**src/rtl/gf2m_pkg.sv**
```systemverilog
// gf2m_pkg: shared FSM states and size helpers for the GF(2^M) digit-serial multiplier
package gf2m_pkg;
  typedef enum logic [1:0] {IDLE, RUN, DONE} state_t;
  function automatic int ceil_div(input int x, input int y);
    return (x + y - 1) / y;
  endfunction
  function automatic int cnt_w(input int n);
    return n > 1 ? $clog2(n) : 1;
  endfunction
endpackage

```
**src/rtl/gf2m_digit_step.sv**
```systemverilog
// gf2m_digit_step: one digit step, reduce((acc*x^D) ^ (a*digit)) mod f(x)
module gf2m_digit_step #(
  parameter int M = 40,
  parameter int D = 8,
  parameter logic [M-1:0] POLY = 40'h0000000039
) (
  input  logic [M-1:0] acc,
  input  logic [M-1:0] a,
  input  logic [D-1:0] digit,
  output logic [M-1:0] nxt
);
  localparam logic [M+D-1:0] F = (M+D)'({1'b1, POLY});
  logic [M+D-1:0] s;
  logic [M+D-1:0] ax;
  always_comb begin
    ax = (M+D)'(a);
    s = {acc, {D{1'b0}}};
    for (int i = 0; i < D; i++) s = digit[i] ? s ^ (ax << i) : s;
    for (int j = D - 1; j >= 0; j--) s = s[M+j] ? s ^ (F << j) : s;
    nxt = s[M-1:0];
  end
endmodule

```
**src/rtl/gf2m_digit_mult.sv**
```systemverilog
// gf2m_digit_mult: digit-serial GF(2^M) polynomial-basis multiplier, MSD first, valid/ready both sides
module gf2m_digit_mult
  import gf2m_pkg::*;
#(
  parameter int M = 40,
  parameter int D = 8,
  parameter logic [M-1:0] POLY = 40'h0000000039
) (
  input  logic         clk,
  input  logic         reset,
  input  logic         in_valid,
  output logic         in_ready,
  input  logic [M-1:0] a,
  input  logic [M-1:0] b,
  output logic         out_valid,
  input  logic         out_ready,
  output logic [M-1:0] c
);
  localparam int N = ceil_div(M, D);
  localparam int CW = cnt_w(N);
  state_t state, nxt_state;
  logic [M-1:0] acc, a_q, acc_nxt;
  logic [N*D-1:0] b_q;
  logic [CW-1:0] cnt;
  logic [D-1:0] digit;
  assign digit = b_q[D*int'(cnt) +: D];
  gf2m_digit_step #(.M(M), .D(D), .POLY(POLY)) u_step (
    .acc(acc),
    .a(a_q),
    .digit(digit),
    .nxt(acc_nxt)
  );
  always_comb begin
    nxt_state = state == IDLE ? (in_valid ? RUN : IDLE)
              : state == RUN  ? (cnt == '0 ? DONE : RUN)
              : (out_ready ? IDLE : DONE);
    in_ready = state == IDLE;
    out_valid = state == DONE;
    c = acc;
  end
  always_ff @(posedge clk or negedge reset) begin
    if (!reset) begin
      state <= IDLE;
      acc <= '0;
      a_q <= '0;
      b_q <= '0;
      cnt <= '0;
    end else begin
      state <= nxt_state;
      if (state == IDLE && in_valid) begin
        a_q <= a;
        b_q <= (N*D)'(b);
        acc <= '0;
        cnt <= CW'(N - 1);
      end else if (state == RUN) begin
        acc <= acc_nxt;
        cnt <= cnt == '0 ? cnt : cnt - CW'(1);
      end
    end
  end
endmodule

```
**config.mk**
```make
export PLATFORM = sky130hd
export DESIGN_NAME = gf2m_digit_mult
export DESIGN_NICKNAME = d
export VERILOG_FILES = /design/src/rtl/gf2m_pkg.sv /design/src/rtl/gf2m_digit_step.sv /design/src/rtl/gf2m_digit_mult.sv
export SDC_FILE = /design/constraint.sdc
export NUM_CORES = 1
export LEC_CHECK = 0
export ABC_CLOCK_PERIOD_IN_PS = 2950
export CAP_MARGIN = 20
export CELL_PAD_IN_SITES_DETAIL_PLACEMENT = 1
export CELL_PAD_IN_SITES_GLOBAL_PLACEMENT = 1
export CORE_MARGIN = 2
export CORE_UTILIZATION = 30
export CTS_BUF_LIST = sky130_fd_sc_hd__clkbuf_8
export DETAILED_ROUTE_END_ITERATION = 16
export GPL_TIMING_DRIVEN = 0
export PLACE_DENSITY_LB_ADDON = 0.12
export SLEW_MARGIN = 20
export SYNTH_ARGS = -nofsm -noshare
export SYNTH_HDL_FRONTEND = slang
export SYNTH_SLANG_ARGS = --single-unit
```
**constraint.sdc**
```tcl
create_clock -name clk -period 2.95 [get_ports clk]
set_input_delay 0.59 -clock clk [delete_from_list [all_inputs] [get_ports clk]]
set_output_delay 0.59 -clock clk [all_outputs]
set_load 0.01 [all_outputs]
```
# Word-level counts from Yosys, hierarchy flattened
# Cells that the tools add are included.
op_classes:
  add_sub_neg: 1
  eq_ne: 3
  shift: 1
  mux: 26
  bitwise_logic: 16
  n_reduce_logical: 5
op_table:
  columns: ["op", "n"]
  rows:
  - ["$mux 48", 8]
  - ["$mux 40", 2]
  - ["$xor 48x40->48", 1]
  - ["$xor 48x41->48", 1]
  - ["$xor 48x42->48", 1]
  - ["$xor 48x43->48", 1]
  - ["$xor 48x44->48", 1]
  - ["$xor 48x45->48", 1]
  - ["$xor 48x46->48", 1]
  - ["$xor 48x47->48", 1]
  - ["$shiftx 40x7->8", 1]
  - ["$not 4->4", 8]
  - ["$mux 13", 1]
  - ["$mux 12", 1]
  - ["$mux 11", 1]
  - ["$mux 10", 1]
  - ["$mux 3", 3]
  - ["$mux 9", 1]
  - ["$mux 2", 4]
  - ["$mux 8", 1]
  - ["$mux 7", 1]
  - ["$mux 6", 1]
  - ["$logic_not 3->1", 1]
  - ["$sub 3x1->3 const B", 1]
  - ["other kinds (8)", 8]
totals:
  register_bits: 125
  input_bits: 84
  output_inout_bits: 42
  word_cells: 57

# Depth between registers and ports, before layout
# Gate-level depths: netlist (run 1).
depth:
  depth_word: 34
  depth_mapped: 13

# Modules after synthesis
# Synthesis (run 1) repeated with hierarchy kept, for this count alone.
unflattened:
  cells_unflattened: 1131
  area_unflattened_um2: 9935.8
by_module_without_submodules:
  columns: ["mod", "instances", "cells_per_inst", "area_each_um2", "seq_area_each_um2"]
  rows:
  - ["gf2m_digit_mult", 1, 412, 5341.4, 3128.0]
  - ["gf2m_digit_step", 1, 719, 4594.4, 0.0]

# Worst setup path after synthesis (run 1)
# No wires, ideal clock.
synth_path:
  kind: "register -> register"
  from: "register cnt[1]"
  to: "register acc[4], in the netlist c[4]"
  setup_time_ns: 0.136
  t_arrival_ns: 2.622
  required_time_ns: 2.814
  slack_ns: 0.192
  stages_incl_launch_ff: 10
  path_buffers: 1
  period_less_slack_ns: 2.758
  path_cell_list: "dfrtp_1 buf_6 mux2_1 a32o_1 o21ai_0 xnor3_1 xnor3_1 xnor3_2 xnor3_1 o22ai_2"
synth_via:
  elab_chain_cells: 29
synth_lines:
  columns: ["item", "line", "rtl"]
  rows:
  - ["start, declared", "gf2m_digit_mult.sv:24", "logic [CW-1:0] cnt;"]
  - ["start signal, assigned", "gf2m_digit_mult.sv:54", "cnt <= CW'(N - 1);"]
  - ["start signal, assigned", "gf2m_digit_mult.sv:57", "cnt <= cnt == '0 ? cnt : cnt - CW'(1);"]
  - ["$shiftx 40x7->8 (*)", "gf2m_digit_mult.sv:26", "assign digit = b_q[D*int'(cnt) +: D];"]
  - ["$mux 48", "gf2m_digit_step.sv:18", "for (int i = 0; i < D; i++) s = digit[i] ? s ^ (ax << i) : s;"]
  - ["$xor 48x41->48", "gf2m_digit_step.sv:18", null]
  - ["$mux 48", "gf2m_digit_step.sv:18", null]
  - ["$xor 48x42->48", "gf2m_digit_step.sv:18", null]
  - ["$mux 48", "gf2m_digit_step.sv:18", null]
  - ["$xor 48x43->48", "gf2m_digit_step.sv:18", null]
  - ["$mux 48", "gf2m_digit_step.sv:18", null]
  - ["[13 not listed]", null, null]
  - ["$mux 9", "gf2m_digit_step.sv:19", "for (int j = D - 1; j >= 0; j--) s = s[M+j] ? s ^ (F << j) : s;"]
  - ["$mux 8", "gf2m_digit_step.sv:19", null]
  - ["$not 4->4 (no source line)", null, null]
  - ["$mux 7", "gf2m_digit_step.sv:19", null]
  - ["$not 4->4 (no source line)", null, null]
  - ["$mux 6 (*)", "gf2m_digit_step.sv:19", null]
  - ["$mux 40 (*)", "gf2m_digit_mult.sv:55", "end else if (state == RUN) begin"]
  - ["$mux 40 (*)", "gf2m_digit_mult.sv:50", "if (state == IDLE && in_valid) begin"]
  - ["end signal, assigned", "gf2m_digit_mult.sv:56", "acc <= acc_nxt;"]
  - ["end, declared", "gf2m_digit_mult.sv:22", "logic [M-1:0] acc, a_q, acc_nxt;"]
# Mark *: on every way between the ends. The rest lies on a longest branch, timed or not. The select of a mux whose other input is x is not followed.
# A chain may end at the register's enable or synchronous reset.

# Worst setup path in the final report (run 1)
layout_path:
  from: "register cnt[1]"
  to: "register acc[8], in the netlist c[8]"
layout_via:
  elab_chain_cells: 26
layout_lines:
  columns: ["item", "line"]
  rows:
  - ["$shiftx 40x7->8 (*)", "gf2m_digit_mult.sv:26"]
  - ["$mux 48", "gf2m_digit_step.sv:18"]
  - ["$xor 48x41->48", "gf2m_digit_step.sv:18"]
  - ["$mux 48", "gf2m_digit_step.sv:18"]
  - ["$xor 48x42->48", "gf2m_digit_step.sv:18"]
  - ["$mux 48", "gf2m_digit_step.sv:18"]
  - ["$xor 48x43->48", "gf2m_digit_step.sv:18"]
  - ["$mux 48", "gf2m_digit_step.sv:18"]
  - ["[10 not listed]", null]
  - ["$not 4->4 (no source line)", null]
  - ["$mux 11", "gf2m_digit_step.sv:19"]
  - ["$not 4->4 (no source line)", null]
  - ["$mux 10", "gf2m_digit_step.sv:19"]
  - ["$not 4->4 (no source line)", null]
  - ["$mux 9 (*)", "gf2m_digit_step.sv:19"]
  - ["$mux 40 (*)", "gf2m_digit_mult.sv:55"]
  - ["$mux 40 (*)", "gf2m_digit_mult.sv:50"]
# Marks and branches as above.

==> impl_metrics.yaml, run 1 <==
run_status:
  status: "finished, violations left"
  violations: "negative setup slack"
grt:
  grt_pass1_vias: 8772
  grt_pass1_wl_mm: 54.4
  grt_overflow: 0
  grt_usage_pct: 21.5
  grt_max_degree: 85
  antenna_found_initial: 0
cts:
  cts.clk_slew.worst_paths_ns: 0.09
  htree_num_levels: 4
  cts-root-buf: "clkbuf_8"
  clockBufferDepth: 2
  cts_sinks: 125
  cts_inserted_buffers: 17
  clk_latency_ns: 0.49
  cts_tree: "built"
final_layout:
  syn2layout_area_growth_pct: 29.1
  diodes: 0
  fillers: 3781
  final_cell_mix: "314 x nand2_1, 185 x xnor2_1, 124 x dfrtp_1, 124 x clkdlybuf4s50_1, 81 x mux2_2"
  post-route-cell-area_sq_um: 12800
  drive_gt1_share_pct: 18.3
  layout_commonest_cell: "nand2_1"
  nets: 1341
  finalNonFillerCells: 1710
setup_path:
  crit_chain: "buf_8 > mux2_1 > a32o_2 > or2_1 > buf_6 > nand2_1 > xnor3_1 > xnor3_1 > xnor3_1 > o22ai_1"
  critPathKind: "flip-flop to flip-flop"
  worstSetupStartpointType: "flip-flop"
  critPathCaptureType: "flip-flop"
  cp.required_ns: 3.36
  cpPeakStageDelay_ns: 0.41
  slowest_stage: "xnor3_1"
  rrSetupSlack_ns: -0.0004
  cp.arrival_ns: 3.36
  cpMostUsedCell: "xnor3_1"
  crit_fanout: 10
  path_delay_family: "XOR/XNOR gates"
  critPathBufInv: 2
route:
  drtIter0Drc: 453
  drtAntennaViolNets: 0
  drc: 0
  dr_total_vias: 8244
  drt-total-wl_mm: 35.8
  via_per_inst: 4.82
  drt-wirelength-per-cell_um: 20.9
  first_pass_iters: 4
synth:
  synthXorXnorAreaFrac_pct: 32.6
  ys_ff_latch: 125
  synth_warnings: 0
  synth_area_sq_um: 9910
  synthSimpleGateAreaFrac_pct: 14.1
  syn_nets: 1181
  synthAdderAreaFrac_pct: 0.253
  synth_seq_area_share_pct: 31.6
  synth_cells: 1095
  synth_ff_type: "dfrtp_1"
  synth_compound_area_share_pct: 6.39
  ys_async_sr_fraction_pct: 100
  muxShareOfSynthArea_pct: 10.7
  avgSynthCellArea_sq_um: 9.05
  ys_types: 44
  synth_top_family_by_area: "XOR/XNOR gates"
  synth_edf_count: 0
timing:
  setup_tns_ns: -0.000367
  max_slew.worst_pin.slew_ns: 0.678
  slew_headroom_pct: 54.8
  post-route-min-period_ns: 2.95
  final-hold-violation-count: 0
  clock_skew_ns: 0.0207
  fmax_mhz: 339
  period_share_pct: 100
  rsz0062_at_grt: "yes"
  slew_violations: 0
  finalSetupViolations: 1
  timing.final.ws_setup_ns: -0.000367
die:
  die_area_sq_um: 34500
  io_pins: 126
  die_width_um: 186
  start_util_pct: 30.5
  core_sq_um: 32500
  die_h_um: 186
  num_rows: 66
place:
  dp_hpwl_mm: 25.5
  dp.cells: 1663
  postPlaceCellArea_sq_um: 11700
  numPortBuffers: 125
  gp_congestion: 0.812
run:
  cap_violations: 0
min_path:
  hold_path.class: "flip-flop to flip-flop"
==> final cells by class <==
| cell class | instances | area (sq um) | area share [%] |
|---|---|---|---|
| Buffer | 99 | 601 | 4.69 |
| Clock buffer | 18 | 248 | 1.94 |
| Clock inverter | 14 | 156 | 1.22 |
| Inverter | 5 | 18.8 | 0.147 |
| Multi-Input combinational cell | 863 | 6660 | 52.1 |
| Sequential cell | 125 | 3130 | 24.5 |
| Tap cell | 442 | 553 | 4.32 |
| Timing Repair Buffer | 144 | 1430 | 11.2 |
==> sequential cells by signal, indices dropped and copies added (netlist names) <==
name / cells
a_q: 40
b_q: 40
c: 40
cnt: 3
state: 2
==> final timing paths <==
| path | cells after the start | end | start |
|---|---|---|---|
| max | 10 | c[8] | cnt[1] |
| min | 1 | b_q[1] | b_q[1] |
| max reg2reg | 10 | c[8] | cnt[1] |
| min reg2reg | 1 | b_q[1] | b_q[1] |
| max in group asynchronous | 3 | c[23] | reset |
| min in group asynchronous | 2 | c[0] | reset |
==> cells in the mapped netlist (all sizes together) (8+ instances only) <==
master	count	share of area [%]
nor2	9	0.34
clkbuf	87	3.3
xnor2	196	17
o21ai	48	2.5
mux2i	8	0.81
xnor3	37	8.4
dfrtp	125	32
mux2	87	9.9
nand3	8	0.40
xor2	77	6.8
buf	15	0.95
nand2	314	12
o22ai	41	2.7
==> worst reg2reg max path: stages, from the launching register on <==
cell and delay (ns):
dfrtp_1 0.40, buf_8 0.18, mux2_1 0.36, a32o_2 0.29, or2_1 0.24, buf_6 0.17
nand2_1 0.08, xnor3_1 0.40, xnor3_1 0.22, xnor3_1 0.41, o22ai_1 0.13
==> metrics by stage <==
stage               hold WS (ns)  setup slack (ns)  utilization (%)
global route               0.527            -0.130             39.3
detailed placement         0.494            -0.943             36.1
finish                     0.507         -0.000367             39.3
floorplan                  0.294             0.192                -
CTS                        0.514           -0.0404             38.4
global placement           0.489             -4.34             36.0
==> cells by family after synthesis <==
logic type,Yosys count
DFF,125
and+or+nand+nor,352
xor gates and xnor gates,310
AOI/OAI and AO/OA,104
buffers and inverters,107
muxes,95
adders and majority gates,2
==> layer usage <==
layer  global-route usage (%)  share of wire, %  up-vias
met5                        0                 0        -
met4                     4.60               1.0        0
met3                     2.99               3.1       20
met2                     35.0                47      153
met1                     30.3                49     4226
li1                         -                 -     3845
==> timing repair <==
item | 4_1_cts | 5_1_grt
buffers inserted | 5 | 12
setup endpoints to repair | 55 | 39
hold buffers | 1 | 0
hold endpoints to repair | 41 | 0
pin swaps | 11 | 12
gates cloned | 0 | 0
resized for setup | 99 | 58
Power of run 1 is not shown: default switching activity piles up to over one toggle a cycle in this logic, so the estimate is an artifact.
==> run 2: changes to the inputs <==
--- a/config.mk
+++ b/config.mk
@@ -15,7 +15,9 @@
 export DETAILED_ROUTE_END_ITERATION = 16
 export GPL_TIMING_DRIVEN = 0
 export PLACE_DENSITY_LB_ADDON = 0.12
+export SKIP_CTS_REPAIR_TIMING = 1
 export SLEW_MARGIN = 20
 export SYNTH_ARGS = -nofsm -noshare
 export SYNTH_HDL_FRONTEND = slang
+export SYNTH_HIERARCHICAL = 1
 export SYNTH_SLANG_ARGS = --single-unit
==> run 2 against run 1 <==
Effect of this change:
- the run ends with negative hold slack, negative setup slack left
- setup slack worse by 0.11 ns
- critical path depth rose by 2
- sequential cell count is the same
- cell count grew 2.7%
- clock skew shrank 0.0066 ns
- largest cell class unchanged
==> impl_metrics.yaml, run 2 <==
run_status:
  status: "finished, violations left"
  violations: "negative hold slack, negative setup slack"
final_layout:
  drive_gt1_share_pct: 19.5
  finalNonFillerCells: 1757
  syn2layout_area_growth_pct: 29.8
  fillers: 3828
  final_cell_mix: "394 x nand2_1, 208 x xnor2_1, 124 x dfrtp_1, 124 x clkdlybuf4s50_1, 72 x xor2_1"
  post-route-cell-area_sq_um: 12900
  layout_commonest_cell: "nand2_1"
  nets: 1388
  diodes: 0
route:
  drc: 0
  drtAntennaViolNets: 0
  first_pass_iters: 4
  dr_total_vias: 8026
  drt-wirelength-per-cell_um: 19.0
  drt-total-wl_mm: 33.4
  drtIter0Drc: 308
  via_per_inst: 4.57
grt:
  grtUsageMet1_pct: 26.8
  use_met3_pct: 3.03
  grt_pass1_wl_mm: 50.9
  antenna_found_initial: 0
  use_met2_pct: 33.3
  grt_usage_pct: 19.8
  grt_busiest_layer: "met2"
  grt_max_degree: 74
  grt_overflow: 0
  grt_pass1_vias: 8383
synth:
  syn_nets: 1217
  synth_ff_type: "dfrtp_1"
  synth_edf_count: 0
  ys_ff_latch: 125
  synth_common_cells: "401 x nand2_1, 227 x xnor2_1, 125 x dfrtp_1, 83 x xor2_1, 59 x clkbuf_1"
  synth_seq_area_share_pct: 31.5
  avgSynthCellArea_sq_um: 8.78
  synth_top_area_cell: "dfrtp_1"
  ys_types: 37
  synthMostInstantiatedCell: "nand2_1"
  synth_top_area_share_pct: 31.5
  synth_cells: 1131
  synth_warnings: 6
  ys_async_sr_fraction_pct: 100
  synth_area_sq_um: 9940
  synth_area_leaders: "dfrtp_1 31%, xnor2_1 20%, nand2_1 15%"
die:
  die_h_um: 186
  die_width_um: 186
  core_sq_um: 32500
  start_util_pct: 30.5
  io_pins: 126
  num_rows: 66
  die_area_sq_um: 34600
setup_path:
  cpPeakStageDelay_ns: 0.47
  slowest_stage: "xnor3_1"
  cp.required_ns: 3.31
  crit_fanout: 7
  critPathBufInv: 3
  worstSetupStartpointType: "flip-flop"
  cp.arrival_ns: 3.42
  critPathKind: "flip-flop to flip-flop"
  critPathCaptureType: "flip-flop"
  path_delay_family: "XOR/XNOR gates"
  crit_chain: "buf_6 > buf_8 > mux2_2 > a22oi_2 > o21ai_4 > buf_4 > nand2_1 > xnor3_2 > xnor2_4 > xnor3_1 > nand2_2 > o21ai_1"
timing:
  max_slew.worst_pin.slew_ns: 0.618
  clock_skew_ns: 0.0140
  setup_tns_ns: -0.385
  finalSetupViolations: 8
  hold_ws_ns: -0.00265
  fmax_mhz: 327
  timing.final.ws_setup_ns: -0.110
  rsz0062_at_grt: "yes"
  slew_violations: 0
  slew_headroom_pct: 58.8
  final-hold-violation-count: 1
  period_share_pct: 104
  post-route-min-period_ns: 3.06
cts:
  cts_tree: "built"
  cts-root-buf: "clkbuf_8"
  cts_sinks: 125
  clockBufferDepth: 2
  cts_inserted_buffers: 17
  htree_num_levels: 4
  cts.clk_slew.worst_paths_ns: 0.09
  clk_latency_ns: 0.50
place:
  postPlaceCellArea_sq_um: 11800
  dp.cells: 1699
  dp_hpwl_mm: 23.8
  gp_congestion: 0.794
  numPortBuffers: 125
min_path:
  hold_path.class: "input port to async pin"
run:
  cap_violations: 0
==> run 2: cell count changes after synthesis, moves of 5 or more <==
cell      before  now
xor2_1        77   83
a221o_1        0    5
nand3b_1       5    0
xnor3_1       36   14
o22ai_1       40    1
mux2_1         5    0
nand3_1        8    2
mux2_4         1   46
mux2_2        81   42
nand2_1      314  401
clkbuf_1      86   59
xnor2_1      196  227
buf_1          4   16
buf_2          6   14
==> run 2: final timing paths <==
| path | cells past startpoint | end | slack, ns | startpoint |
|---|---|---|---|---|
| max reg2reg | 12 | c[6] | -0.11 | cnt[2] |
| min reg2reg | 1 | b_q[32] | 0.51 | b_q[32] |
| min | 1 | a_q[29] | -0.003 | reset |
| min in group clk | 1 | b_q[32] | 0.51 | b_q[32] |
| max in group asynchronous | 2 | a_q[7] | 2.20 | reset |
| max | 12 | c[6] | -0.11 | cnt[2] |
==> run 2: per-layer routing <==
layer | wire length, um | part of all wire [%] | up-vias
li1 | - | - | 3850
met5 | 0 | 0 | -
met4 | 328 | 0.98 | 0
met3 | 930 | 2.8 | 17
met1 | 16000 | 48 | 4043
met2 | 16200 | 48 | 116
==> run 2: cells by family after synthesis <==
logic type,Yosys count,synth area share (%)
and+or+nand+nor,421,16.2
xor gates and xnor gates,327,31.3
DFF,125,31.5
buffers and inverters,103,4.90
muxes,96,12.5
AOI/OAI and AO/OA,57,3.35
adders and majority gates,2,0.252
==> run 2: final cells by class <==
type | count | area, sq um | share of cell area [%]
Clock inverter | 14 | 135 | 1.05
Multi-Input combinational cell | 903 | 6640 | 51.5
Timing Repair Buffer | 153 | 1540 | 11.9
Buffer | 99 | 638 | 4.95
Tap cell | 442 | 553 | 4.29
Inverter | 3 | 11.3 | 0.0873
Clock buffer | 18 | 248 | 1.92
Sequential cell | 125 | 3130 | 24.3
==> run 2: metrics by stage <==
stage	worst slack, ns	utilization (%)
after floorplan	0.0211	-
after global placement	-4.28	36.1
after detailed placement	-1.18	36.2
after CTS	-1.19	37.4
after global routing	-0.253	39.6
final	-0.110	39.6
Power of run 2 is left out for the same reason.
==> RTL edit 1 (config.mk and constraints of run 2) <==
`D` is set to 8 in 2 places; all go to 4.
--- a/src/rtl/gf2m_digit_step.sv
+++ b/src/rtl/gf2m_digit_step.sv
@@ -1,7 +1,7 @@
 // gf2m_digit_step: one digit step, reduce((acc*x^D) ^ (a*digit)) mod f(x)
 module gf2m_digit_step #(
   parameter int M = 40,
-  parameter int D = 8,
+  parameter int D = 4,
   parameter logic [M-1:0] POLY = 40'h0000000039
 ) (
   input  logic [M-1:0] acc,
--- a/src/rtl/gf2m_digit_mult.sv
+++ b/src/rtl/gf2m_digit_mult.sv
@@ -3,7 +3,7 @@
   import gf2m_pkg::*;
 #(
   parameter int M = 40,
-  parameter int D = 8,
+  parameter int D = 4,
   parameter logic [M-1:0] POLY = 40'h0000000039
 ) (
   input  logic         clk,
Formal check against the unedited RTL: not equivalent (a bounded check fails within 4 cycles, from zero or initial values and one cycle with reset low).
==> RTL edit 1 against run 2 <==
- area after synthesis decreased by 24%
- critical endpoint is now c[5]
- highest routed layer unchanged
- sequential cell count increased by 1
- sequential share of layout area increased by 8.2 points
- setup slack improved by 0.31 ns
- final area decreased by 25%
- routed wire length decreased by 35%
==> RTL edit 1: results (changes against run 2) <==
The data arrival time of the critical path came out at 3.15 ns (-0.27 ns). In this run the critical register-to-register path is captured at c[5]. The commonest cells after synthesis are sky130_fd_sc_hd__nand2_1 (489), sky130_fd_sc_hd__dfrtp_1 (126), sky130_fd_sc_hd__xnor2_1 (85), sky130_fd_sc_hd__xor2_1 (68), sky130_fd_sc_hd__nand3_1 (45). The most used flip-flop cell after synthesis is sky130_fd_sc_hd__dfrtp_1. The sequential element share of the synthesized area was 41.5% (+10 points).

In this run the critical register-to-register path is launched from cnt[0]. The synthesized area per cell came out at 8.22 um2 (-6.4%). The area after detailed placement came out at 9290 um2 (-21%). The number of levels the H-tree was split into is 4 (unchanged). The number of nets in the layout is 1155 (-17%). The placer congestion estimate is 0.741 (-6.7%). The average wire per standard cell is 15.4 um (-19%). The overall routed net length is 21.8 mm (-35%). The overall fraction of global-route tracks in use is 17.3% (-2.5 points). The initial antenna violation count was 1 (+1). The synthesized netlist net count is 1009 (-17%).

The number of global-route vias before repair is 6508 (-22%). The worst slack at placement is -0.0258 ns (+1.15 ns). The minimum setup slack among reg-to-reg paths came out at 0.20 ns (+0.31 ns). The maximum clock path buffer count is 2 (unchanged). The largest net degree at the start of global routing came out at 71 (-4.1%).

The master of the slowest instance on the critical path is sky130_fd_sc_hd__mux4_2. The worst reg2reg path depth is 10 (-2). The global-route wire length before repair is 35.6 mm (-30%). The delay contributed by the slowest stage of the critical path came out at 0.52 ns (+0.05 ns). The maximum fanout encountered on the critical timing path is 10 (+3).

Ranked by total cell area, the synthesized netlist is headed by sky130_fd_sc_hd__dfrtp_1 (42%), sky130_fd_sc_hd__nand2_1 (24%), sky130_fd_sc_hd__xnor2_1 (9.8%), sky130_fd_sc_hd__xor2_1 (7.8%), sky130_fd_sc_hd__nand3_1 (3.0%). The cell family contributing the most delay on the critical path is XOR/XNOR gates. The detailed placement HPWL is 16.1 mm (-32%). The count of cell types in the netlist came out at 35 (-5.4%). The final clock skew was 0.0166 ns (+0.00260 ns). The run finished with clean final reports.

The number of vias after detailed routing is 6207 (-23%). The final worst hold slack came out at 0.0592 ns (+0.0618 ns). The placed cell count is 1379 (-19%).

The DRC violation total after the first TritonRoute iteration was 234 (-24%). The clock latency on the worst-skew pair came to 0.46 ns (-0.04 ns). The share of cells above drive strength 1 came out at 8.96% (-11 points). The actual slew at the worst max-slew pin came to 0.622 ns (+0.00392 ns). The worst IR drop on VDD is about 0.33 mV.
==> RTL edit 1: report_power, final <==
group / internal [mW] / total, mW / switching (mW) / leakage [nW]
sequential: 2.61 / 3.53 / 0.918 / 1.56
combinational: 3.62 / 7.69 / 4.07 / 2.62
clock: 0.787 / 1.57 / 0.787 / 0.201
total: 7.03 / 12.8 / 5.77 / 4.38
==> RTL edit 1: cell type report <==
type	instances	area, um2
Fill cell	2992	15300
Multi-Input combinational cell	742	4110
Sequential cell	126	3150
Timing Repair Buffer	127	1290
Tap cell	330	413
Buffer	52	333
Clock buffer	18	248
Clock inverter	14	159
Inverter	3	11.3
Antenna cell	1	2.50
==> RTL edit 1: cell families after synthesis <==
kind of cell / synth area share (%)
and+or+nand+nor: 28.5
xor gates and xnor gates: 20.9
DFF: 41.5
buffers and inverters: 4.47
muxes: 3.43
adders and majority gates: 0.330
AOI/OAI and AO/OA: 0.775
==> RTL edit 1: worst max path at each step <==
stage	start	slack, ns	to
floorplan	cnt[0]	0.57	c[4]
global route	cnt[1]	0.01	c[23]
CTS	cnt[0]	-0.06	c[33]
global placement	reset	-4.10	a_q[4]
detailed placement	cnt[1]	-0.03	c[11]
finish	cnt[0]	0.20	c[5]
==> RTL edit 1: metal layers <==
layer	vias up	share of wire (%)	global-route usage, %
met1	2953	48	23.5
met5	-	0	0
met3	12	3.5	3.35
li1	3139	-	-
met2	103	48	28.7
met4	0	0.84	3.78
==> RTL edit 1: per-stage QoR <==
| stage | util [%] | setup TNS [ns] |
|---|---|---|
| after floorplan | - | 0 |
| after global placement | 37.0 | -515.67 |
| after detailed placement | 37.1 | -0.101 |
| after CTS | 38.7 | -0.756 |
| after global routing | 38.8 | 0 |
| final | 38.8 | 0 |
==> RTL edit 1: worst register-to-register path: stages, from the launching register on <==
cell and delay (ns):
sky130_fd_sc_hd__dfrtp_1 0.45, sky130_fd_sc_hd__buf_4 0.24, sky130_fd_sc_hd__mux4_2 0.52, sky130_fd_sc_hd__nand2_1 0.08, sky130_fd_sc_hd__nand3_1 0.21, sky130_fd_sc_hd__nand2_1 0.19
sky130_fd_sc_hd__xor2_2 0.17, sky130_fd_sc_hd__xnor3_2 0.48, sky130_fd_sc_hd__xnor2_1 0.22, sky130_fd_sc_hd__nand2_1 0.07, sky130_fd_sc_hd__nand2_1 0.07
==> RTL edit 2 (config.mk and constraints of run 2) <==
Without the edit above. Reset style: synchronous (`reset`), changed in one clocked block.
--- a/src/rtl/gf2m_digit_mult.sv
+++ b/src/rtl/gf2m_digit_mult.sv
@@ -38,7 +38,7 @@
     out_valid = state == DONE;
     c = acc;
   end
-  always_ff @(posedge clk or negedge reset) begin
+  always_ff @(posedge clk) begin
     if (!reset) begin
       state <= IDLE;
       acc <= '0;
Behaviour: not the same (a bounded check fails within 4 cycles, from zero or initial values and one cycle with reset low; the reset may be asserted at any time).
==> RTL edit 2 against run 2 <==
- synthesized cell count is 17% higher
- global-route usage is 0.34 points higher
- critical path depth is 2 higher
- final area is 4.8% lower
- routed wire length is 0.13% higher
- utilization is 0.82 points lower
- area after synthesis is 2.8% lower
- non-clock buffer count is 14 higher
- sequential cell count stayed put
- sequential share of layout area is 3.9 points lower
- cell count is 8.5% higher
- setup slack better by 0.21 ns
- highest routed layer unchanged
Power is left out: it rests on default switching activity, and per cell area and clock period it moved more than threefold.
==> RTL edit 2: results (changes against run 2) <==
The startpoint identified for the worst register-to-register timing path is cnt[0]. The arithmetic-cell share of the synthesized area counting full adders, half adders and majority gates came to 0.259% (+0.0074 points). The most used flip-flop cell after synthesis is sky130_fd_sc_hd__dfxtp_1. The proportion of cell area occupied by multi-input gates is 54.4% (+2.9 points). The area after detailed placement came out at 11400 um2 (-3.2%). The headroom to the max-slew limit came to 62.5% (+3.7 points).

The worst reg2reg path depth is 14 (+2). The sequential element share of the synthesized area was 25.9% (-5.6 points). The share of cells above drive strength 1 came out at 10.8% (-8.6 points).

The clock latency on the worst-skew pair came to 0.48 ns (-0.02 ns). The maximum fanout encountered on the critical timing path came out at 8 (+1). The global-route wire length before repair came out at 51.9 mm (+2.1%). The number of multi-input combinational cells in the layout came out at 1078 (+19%).

The overall fraction of global-route tracks in use was 20.2% (+0.34 points). The overall routed net length came out at 33.5 mm (+0.13%). The share of final layout cell area taken by non-clock buffers is 17.7% (+0.80 points). The DRC violation total after the first TritonRoute iteration is 380 (+23%).

The synthesized netlist net count came out at 1413 (+16%). The area occupied by multi-input gates came out at 6680 um2 (+0.58%). The fraction of area in clock buffers and inverters came out at 3.31% (+0.34 points). The data arrival time of the critical path is 3.21 ns (-0.21 ns). The number of global-route vias before repair is 9026 (+7.7%). The async set or reset register ratio after synthesis came out at 0% (-100 points).

The post-synthesis compound-gate area fraction is 10.3% (+7.0 points). The number of vias after detailed routing is 8856 (+10%). The worst min-delay path category is flop to flop. The largest net degree at the start of global routing came to 17 (-77%). The detailed placement HPWL is 24.8 mm (+4.3%). The total iterations of the first detailed-routing run is 5 (+1). The placer congestion estimate came out at 0.786 (-0.93%). The met2 capacity usage during global routing is 34.0% (+0.73 points). The fraction of synthesized cell area in xor and xnor cells is 32.2% (+0.92 points).

The met3 layer wire length in the routed design is 1.00 mm (+7.6%). The count of input and output buffers came out at 124 (-0.80%). The flip-flop and latch area came out at 2510 um2 (-20%). The global-route track usage on met1 is 27.6% (+0.74 points).

The final clock skew came out at 0.0206 ns (+0.00660 ns). The flow ran to the end, and the final reports show no timing, DRC or antenna violations. The clock buffer count came out at 17 (-1). By area the synthesized netlist is led by sky130_fd_sc_hd__dfxtp_1 (26%), sky130_fd_sc_hd__nand2_1 (22%), sky130_fd_sc_hd__xnor2_1 (21%), sky130_fd_sc_hd__xor2_1 (7.5%), sky130_fd_sc_hd__a21boi_1 (6.2%). The worst slack at placement was -0.665 ns (+0.513 ns). The count of cell types in the netlist came to 34 (-8.1%).
==> RTL edit 2: changes by cell type in the layout (fill, tap and decap cells not counted), moves of 10 or more <==
cell / run 2 / this run
sky130_fd_sc_hd__buf_2: 10 / 26
sky130_fd_sc_hd__nand2_1: 394 / 560
sky130_fd_sc_hd__dfrtp_1: 124 / 0
sky130_fd_sc_hd__a21boi_1: 0 / 80
sky130_fd_sc_hd__mux2_4: 47 / 0
sky130_fd_sc_hd__clkbuf_4: 2 / 12
sky130_fd_sc_hd__xnor2_2: 18 / 6
sky130_fd_sc_hd__a21oi_1: 2 / 42
sky130_fd_sc_hd__dfxtp_1: 0 / 124
sky130_fd_sc_hd__o21ai_0: 34 / 11
sky130_fd_sc_hd__mux2_2: 41 / 0
sky130_fd_sc_hd__xnor2_1: 208 / 220
